$ cat src/rtl/sad_accum.sv
// sad_accum: accumulates N absolute-difference samples into a SAD result,
// tracking the largest sample and the number of zero samples, then holds the
// result until the downstream consumer takes it.
module sad_accum #(
    parameter int unsigned DW = 4,
    parameter int unsigned N  = 8,
    parameter int unsigned SW = 7,
    parameter int unsigned CW = 4
) (
    input  logic          clk,
    input  logic          rst,
    input  logic          start,
    input  logic          in_valid,
    output logic          in_ready,
    input  logic [DW-1:0] dif,
    output logic          out_valid,
    input  logic          out_ready,
    output logic [SW-1:0] sum,
    output logic [DW-1:0] max_dif,
    output logic [CW-1:0] zero_cnt,
    output logic          busy
);

    localparam int unsigned KW = (N > 1) ? $clog2(N) : 1;

    typedef enum logic [1:0] {
        IDLE = 2'd0,
        ACC  = 2'd1,
        HOLD = 2'd2
    } state_t;

    state_t        state;
    logic [KW-1:0] cnt;

    // Block sequencing and result accumulation; results persist through IDLE
    always_ff @(posedge clk or posedge rst) begin
        if (rst) begin
            state    <= IDLE;
            sum      <= '0;
            max_dif  <= '0;
            zero_cnt <= '0;
            cnt      <= '0;
        end else begin
            case (state)
                IDLE: begin
                    if (start) begin
                        sum      <= '0;
                        max_dif  <= '0;
                        zero_cnt <= '0;
                        cnt      <= '0;
                        state    <= ACC;
                    end
                end
                ACC: begin
                    if (in_valid) begin
                        sum <= sum + SW'(dif);
                        if (dif > max_dif)
                            max_dif <= dif;
                        if (dif == '0)
                            zero_cnt <= zero_cnt + CW'(1);
                        if (cnt == KW'(N - 1)) begin
                            cnt   <= '0;
                            state <= HOLD;
                        end else begin
                            cnt <= cnt + KW'(1);
                        end
                    end
                end
                HOLD: begin
                    if (out_ready)
                        state <= IDLE;
                end
                default: state <= IDLE;
            endcase
        end
    end

    // Handshake and status flags decode directly from the state register
    always_comb begin
        in_ready  = (state == ACC);
        out_valid = (state == HOLD);
        busy      = (state == ACC) || (state == HOLD);
    end

endmodule

$ cat config.mk
export PLATFORM = sky130hd
export DESIGN_NAME = sad_accum
export DESIGN_NICKNAME = d
export VERILOG_FILES = /design/src/rtl/sad_accum.sv
export SDC_FILE = /design/constraint.sdc
export NUM_CORES = 1
export LEC_CHECK = 0
export BUFFER_PORTS_ARGS = -buffer_cell sky130_fd_sc_hd__buf_2
export CORE_MARGIN = 3
export CORE_UTILIZATION = 48
export DETAILED_ROUTE_END_ITERATION = 10
export PLACE_DENSITY = 0.85
export SETUP_SLACK_MARGIN = 0.1
export SYNTH_ARGS = -nofsm -noshare
export SYNTH_HDL_FRONTEND = slang
export SYNTH_SLANG_ARGS = --single-unit
$ cat constraint.sdc
create_clock -name clk -period 1.67 [get_ports clk]
set_input_delay 0.334 -clock clk [delete_from_list [all_inputs] [get_ports clk]]
set_output_delay 0.334 -clock clk [all_outputs]
set_load 0.1 [all_outputs]
==> impl_metrics.py, run 1 <==
metrics = {
    "routing": {
        "drt-pass1-iter-count": 5,
        "route.detailed.drc": 0,
        "drt_iter0_markers": 174,
        "wire_per_inst_microns": 29.1,
        "wirelength_microns": 6460,
        "avgViaCountPerCell": 7.10,
        "ant_nets": 0,
        "via_count": 1576,
    },
    "clock_network": {
        "cts_tree": "done",
        "clk_pin_slew_ps": 130,
        "htreeDepth": 1,
        "ctsLongestPathBuffers": 2,
        "worstSkewPairLatency_ps": 320,
        "clkSinkCount": 20,
        "cts_made_buffers": 3,
        "root_buffer": "clkbuf_4",
    },
    "setup_path": {
        "start_kind": "register",
        "arrival_ps": 2140,
        "r2r-start": "sum[0]",
        "rr_endpoint": "sum[6]",
        "endpoint_kind": "register",
        "path_max_fanout": 3,
        "critPathSlowestCell": "dfrtp_4",
        "required_ps": 1900,
        "r2r_cells": 7,
        "crit_chain": "ha_4 -> fa_2 -> a21o_1 -> a21oi_4 -> buf_4 -> o211ai_1 -> o311ai_2",
        "max_stage_delay_ps": 520,
        "r2r_slack_ps": -240,
        "crit_type": "register to register",
    },
    "sta": {
        "setup_ws_ps": -238,
        "relSlewSlack_pct": 65.4,
        "fin_crit_sh_pct": 114,
        "worst_pin_slew_ps": 522,
        "clock_skew_ps": 4.29,
        "fmax_mhz": 524,
        "setup_viol": 19,
        "fin_crit_ps": 1910,
        "slew_violations": 0,
        "rsz0062_at_grt": "yes",
        "fin_tns_setup_ps": -2500,
        "hold_violations": 0,
    },
    "synthesis": {
        "yosys_warnings": 0,
        "async_reset_ff_share_pct": 100,
        "syn_area_sq_um": 1270,
        "ys_seq_area_share_pct": 39.5,
        "syn_nets": 154,
        "ys_ff_latch": 20,
        "synth_edf_count": 0,
        "synth.avg_cell_area_sq_um": 9.83,
        "synth_flop_cell": "dfrtp_1",
        "synthCells": 129,
        "synth_cell_types": 35,
    },
    "grt": {
        "grt_max_degree": 13,
        "grt_pass1_vias": 1359,
        "antenna_found_initial": 1,
        "grtUsageTotal_pct": 27.9,
        "grt-ovfl-total": 0,
        "grt_pass1_wl_microns": 7000,
    },
    "final_layout": {
        "fin_cells": 222,
        "final_util_pct": 96.2,
        "nets": 219,
        "syn2layout_area_growth_pct": 79.2,
        "drive_gt1_share_pct": 62.7,
    },
    "die": {
        "coreArea_sq_um": 2360,
        "die_area_sq_um": 3290,
        "die_w_microns": 57.4,
        "start_util_pct": 53.7,
        "rows": 17,
        "io-pin-count": 27,
        "die_h_microns": 57.4,
    },
    "worst_hold_path": {
        "hp-class": "input port to register",
        "min_to": "zero_cnt[0]",
        "hold_path.startpoint": "start",
        "hold_depth": 4,
    },
    "flow_run": {
        "drv_cap": 0,
    },
    "placement": {
        "place_inst": 201,
        "place.gp.congestion": 0.871,
        "port-buffer-count": 26,
        "hpwl_microns": 2700,
    },
    "status": {
        "violations": "setup timing",
        "outcome": "complete, but fails checks",
    },
}
[cell families after synthesis]
group | synth area share (%)
buffers and inverters | 4.84
adders and majority gates | 16.4
xor gates and xnor gates | 1.38
and+or+nand+nor | 18.7
DFF | 39.5
muxes | 1.68
AOI/OAI and AO/OA | 17.6
[cell usage after synthesis, types with 2 or more instances]
cell / instances / share of area, %
a211o_1: 3 / 2.1
a21o_1: 3 / 1.8
a21oi_1: 6 / 2.4
a22o_1: 5 / 3.5
and2_1: 2 / 0.99
and3_1: 5 / 2.5
clkbuf_1: 3 / 0.89
dfrtp_1: 20 / 39
ha_1: 15 / 15
inv_1: 9 / 2.7
nand2_1: 17 / 5.0
nand2b_1: 4 / 2.0
nand3_1: 3 / 1.2
nand4_1: 3 / 1.5
nor4_1: 4 / 2.0
o211ai_1: 2 / 1.2
o21ai_1: 6 / 2.4
o31ai_1: 2 / 1.2
[metal layers]
| metal | up-vias | GRT usage, % | part of all wire [%] |
|---|---|---|---|
| met3 | 56 | 5.66 | 11 |
| met5 | - | 0 | 0 |
| met1 | 741 | 34.2 | 35 |
| met4 | 0 | 6.29 | 7.7 |
| met2 | 176 | 49.8 | 46 |
| li1 | 603 | - | - |
[worst max-delay path, delay by kind of cell, from the launching register on]
kind / cells / cell delay (ps)
AO/OA/AOI/OAI: 4 / 610
adder cells (fa/ha/maj): 2 / 520
buffers and inverters: 1 / 160
flip-flops: 1 / 520
[state kept, by name (all words and copies together), names as in the netlist]
register,count
cnt,3
zero_cnt,4
state,2
max_dif,4
sum,7
[through the flow]
stage | hold WS, ps | instance area [sq um] | worst slack [ps]
CTS | 316 | 2110 | -98.5
global placement | 306 | 1780 | -61.6
floorplan | 298 | 1420 | -234
finish | 410 | 2270 | -238
global route | 385 | 2270 | -295
detailed placement | 312 | 1780 | -138
[how the worst max path moves through the flow]
stage / from / endpoint / cells past startpoint
floorplan: sum[0] / sum[4] / 6
global placement: dif[1] / sum[4] / 7
detailed placement: dif[1] / max_dif[1] / 7
CTS: sum[0] / sum[6] / 7
global route: state[1] / cnt[0] / 9
finish: sum[0] / sum[6] / 7
[cells in the final DEF, fill, tap and decap left out, types with 2 or more instances in the layout]
cell type / n
a22o_1: 5
nand2_1: 13
o31ai_4: 2
buf_6: 10
dfrtp_1: 9
clkbuf_4: 7
inv_2: 4
dfrtp_4: 7
a211o_1: 2
o211ai_1: 2
dfrtp_2: 4
nand2b_4: 3
nor4_2: 3
and2_1: 2
buf_2: 15
inv_1: 4
nand2_2: 3
nand4_1: 3
o21ai_2: 2
o21ai_1: 3
ha_1: 7
nand3_1: 2
a21o_1: 3
ha_4: 8
a21oi_1: 4
buf_4: 26
and3_1: 4
buf_12: 8
[area by class of cell]
type                       count  area [sq um]
inverter                       9          41.3
clock inverter                 1          30.0
clock buffer                   3          22.5
timing repair buffer          65           616
fill                          49          90.1
antenna                        1          2.50
sequential                    20           532
tap                           28          35.0
multi-input combinational     95           992
[repair_timing]
action	4_1_cts	5_1_grt
cloned	1	0
hold buffers	1	0
setup buffers	8	7
pin swaps	7	10
setup endpoints to repair	24	25
endpoints found under the hold margin	8	0
resized for setup	37	26
Power of run 1 is not shown: default switching activity piles up to over one toggle a cycle in this logic, so the estimate is an artifact.
==> inputs of run 2 (changes only) <==
--- a/config.mk
+++ b/config.mk
@@ -6,6 +6,7 @@
 export NUM_CORES = 1
 export LEC_CHECK = 0
 export BUFFER_PORTS_ARGS = -buffer_cell sky130_fd_sc_hd__buf_2
+export CORE_ASPECT_RATIO = 1.75
 export CORE_MARGIN = 3
 export CORE_UTILIZATION = 48
 export DETAILED_ROUTE_END_ITERATION = 10
==> run 2 against run 1 <==
Effect of this change: the flow still finishes with violations (setup timing); final cell count fell by 3.2%; via count fell by 13%; flip-flop and latch count did not move; register-to-register slack improved by 80 ps; clock skew rose by 8.4 ps; first-iteration DRC count fell by 67%; die area rose by 0.74%; non-clock buffer count fell by 4; critical path depth did not move; cell area fell by 4.0%; routed wire length fell by 28%.
==> impl_metrics.py, run 2 (synthesis gave the netlist of run 1 again) <==
metrics = {
    "grt": {
        "grt_max_degree": 21,
        "grt_pass1_wl_microns": 6060,
        "antenna_found_initial": 0,
        "grt_pass1_vias": 1329,
        "grt-ovfl-total": 0,
        "grtUsageTotal_pct": 25.1,
    },
    "routing": {
        "wire_per_inst_microns": 21.6,
        "drt_iter0_markers": 58,
        "via_count": 1377,
        "wirelength_microns": 4640,
        "drt-pass1-iter-count": 5,
        "avgViaCountPerCell": 6.40,
        "route.detailed.drc": 0,
        "ant_nets": 0,
    },
    "die": {
        "rows": 24,
        "die_w_microns": 44.8,
        "io-pin-count": 27,
        "start_util_pct": 50.9,
        "die_h_microns": 74.0,
        "coreArea_sq_um": 2490,
        "die_area_sq_um": 3320,
    },
    "final_layout": {
        "layout_commonest_cell": "buf_4",
        "fill_cells": 114,
        "top_register": "sum",
        "syn2layout_area_growth_pct": 72.1,
        "reg_top3": "sum (7), max_dif (4), zero_cnt (4)",
        "drive_gt1_share_pct": 63.0,
        "final_cell_mix": "buf_4, buf_2, nand2_1, ha_4, dfrtp_1",
        "nets": 215,
        "largest_reg_flops": 7,
        "diodes": 0,
    },
    "placement": {
        "place.gp.congestion": 0.853,
        "hpwl_microns": 2610,
        "port-buffer-count": 26,
    },
    "clock_network": {
        "worstSkewPairLatency_ps": 260,
        "ctsLongestPathBuffers": 2,
        "htreeDepth": 1,
        "root_buffer": "clkbuf_8",
        "clkSinkCount": 20,
        "cts_tree": "done",
        "clk_pin_slew_ps": 90,
        "cts_made_buffers": 3,
        "postCtsHoldBufs": 0,
    },
    "setup_path": {
        "path_max_fanout": 6,
        "crit_chain": "inv_2 -> ha_4 -> mux2i_4 -> nand2b_4 -> buf_8 -> or3_1 -> o311ai_1",
        "crit_type": "register to register",
        "endpoint_kind": "register",
        "crit_buf_inv": 2,
        "cp.depth": 7,
        "max_stage_delay_ps": 400,
        "r2r_slack_ps": -150,
        "required_ps": 1830,
        "r2r_cells": 7,
        "critPathSlowestCell": "dfrtp_1",
        "critPathTopFamily": "simple AND/OR/NAND/NOR gates",
        "start_kind": "register",
        "arrival_ps": 1990,
    },
    "sta": {
        "fin_crit_sh_pct": 109,
        "fmax_mhz": 548,
        "setup_viol": 11,
        "worst_pin_slew_ps": 487,
        "setup_ws_ps": -153,
        "relSlewSlack_pct": 67.7,
        "hold_violations": 0,
        "clock_skew_ps": 12.7,
        "rsz0062_at_grt": "yes",
        "fin_crit_ps": 1820,
        "slew_violations": 0,
        "fin_tns_setup_ps": -629,
    },
    "status": {
        "violations": "setup timing",
        "outcome": "complete, but fails checks",
    },
    "worst_hold_path": {
        "hp-class": "input port to asynchronous set/reset pin",
    },
    "flow_run": {
        "drv_cap": 0,
    },
}
## run 2: final timing paths
kind,endpoint,start
max reg2reg,sum[6],state[0]
min reg2reg,cnt[2],cnt[2]
max,sum[6],state[0]
min,sum[5],rst
max in group asynchronous,sum[3],rst
min in group clk,max_dif[0],dif[0]
## run 2: worst min-delay path: cells and delay by family
family                 cells  cell delay [ps]
buffers and inverters      3              400
## run 2: final cells by class
type	instances	area, sq um	area share, %
inverter	9	36.3	1.66
multi-input combinational	95	1010	46.2
timing repair buffer	61	500	22.9
tap	26	32.5	1.49
sequential	20	532	24.4
clock inverter	1	30.0	1.38
clock buffer	3	41.3	1.89
## run 2: timing repair
action,CTS,global route
endpoints found under the setup margin,19,22
pin swaps,7,15
cloned,1,0
resized for setup,20,30
buffers inserted,4,9
## run 2: metrics by stage
| stage | cell area [sq um] | utilization, % | cells | setup slack, ps | hold slack [ps] |
|---|---|---|---|---|---|
| 4_1_cts | 1970 | 79.2 | 206 | -95.3 | 91.9 |
| 6_report | 2180 | 87.5 | 215 | -153 | 80.8 |
| 3_5_place_dp | 1760 | 70.4 | 198 | -142 | 379 |
| 2_1_floorplan | 1420 | - | 129 | -234 | 298 |
| 3_3_place_gp | 1760 | 70.4 | 198 | -46.8 | 372 |
| 5_1_grt | 2180 | 87.5 | 215 | -160 | 107 |
## run 2: routing by layer
layer | routed length [microns] | up-vias | track usage (%)
met1 | 1560 | 698 | 24.5
met2 | 2670 | 65 | 48.3
met3 | 189 | 20 | 2.91
li1 | - | 594 | -
met4 | 216 | 0 | 13.7
met5 | 0 | - | 0
Power of run 2 is left out for the same reason.
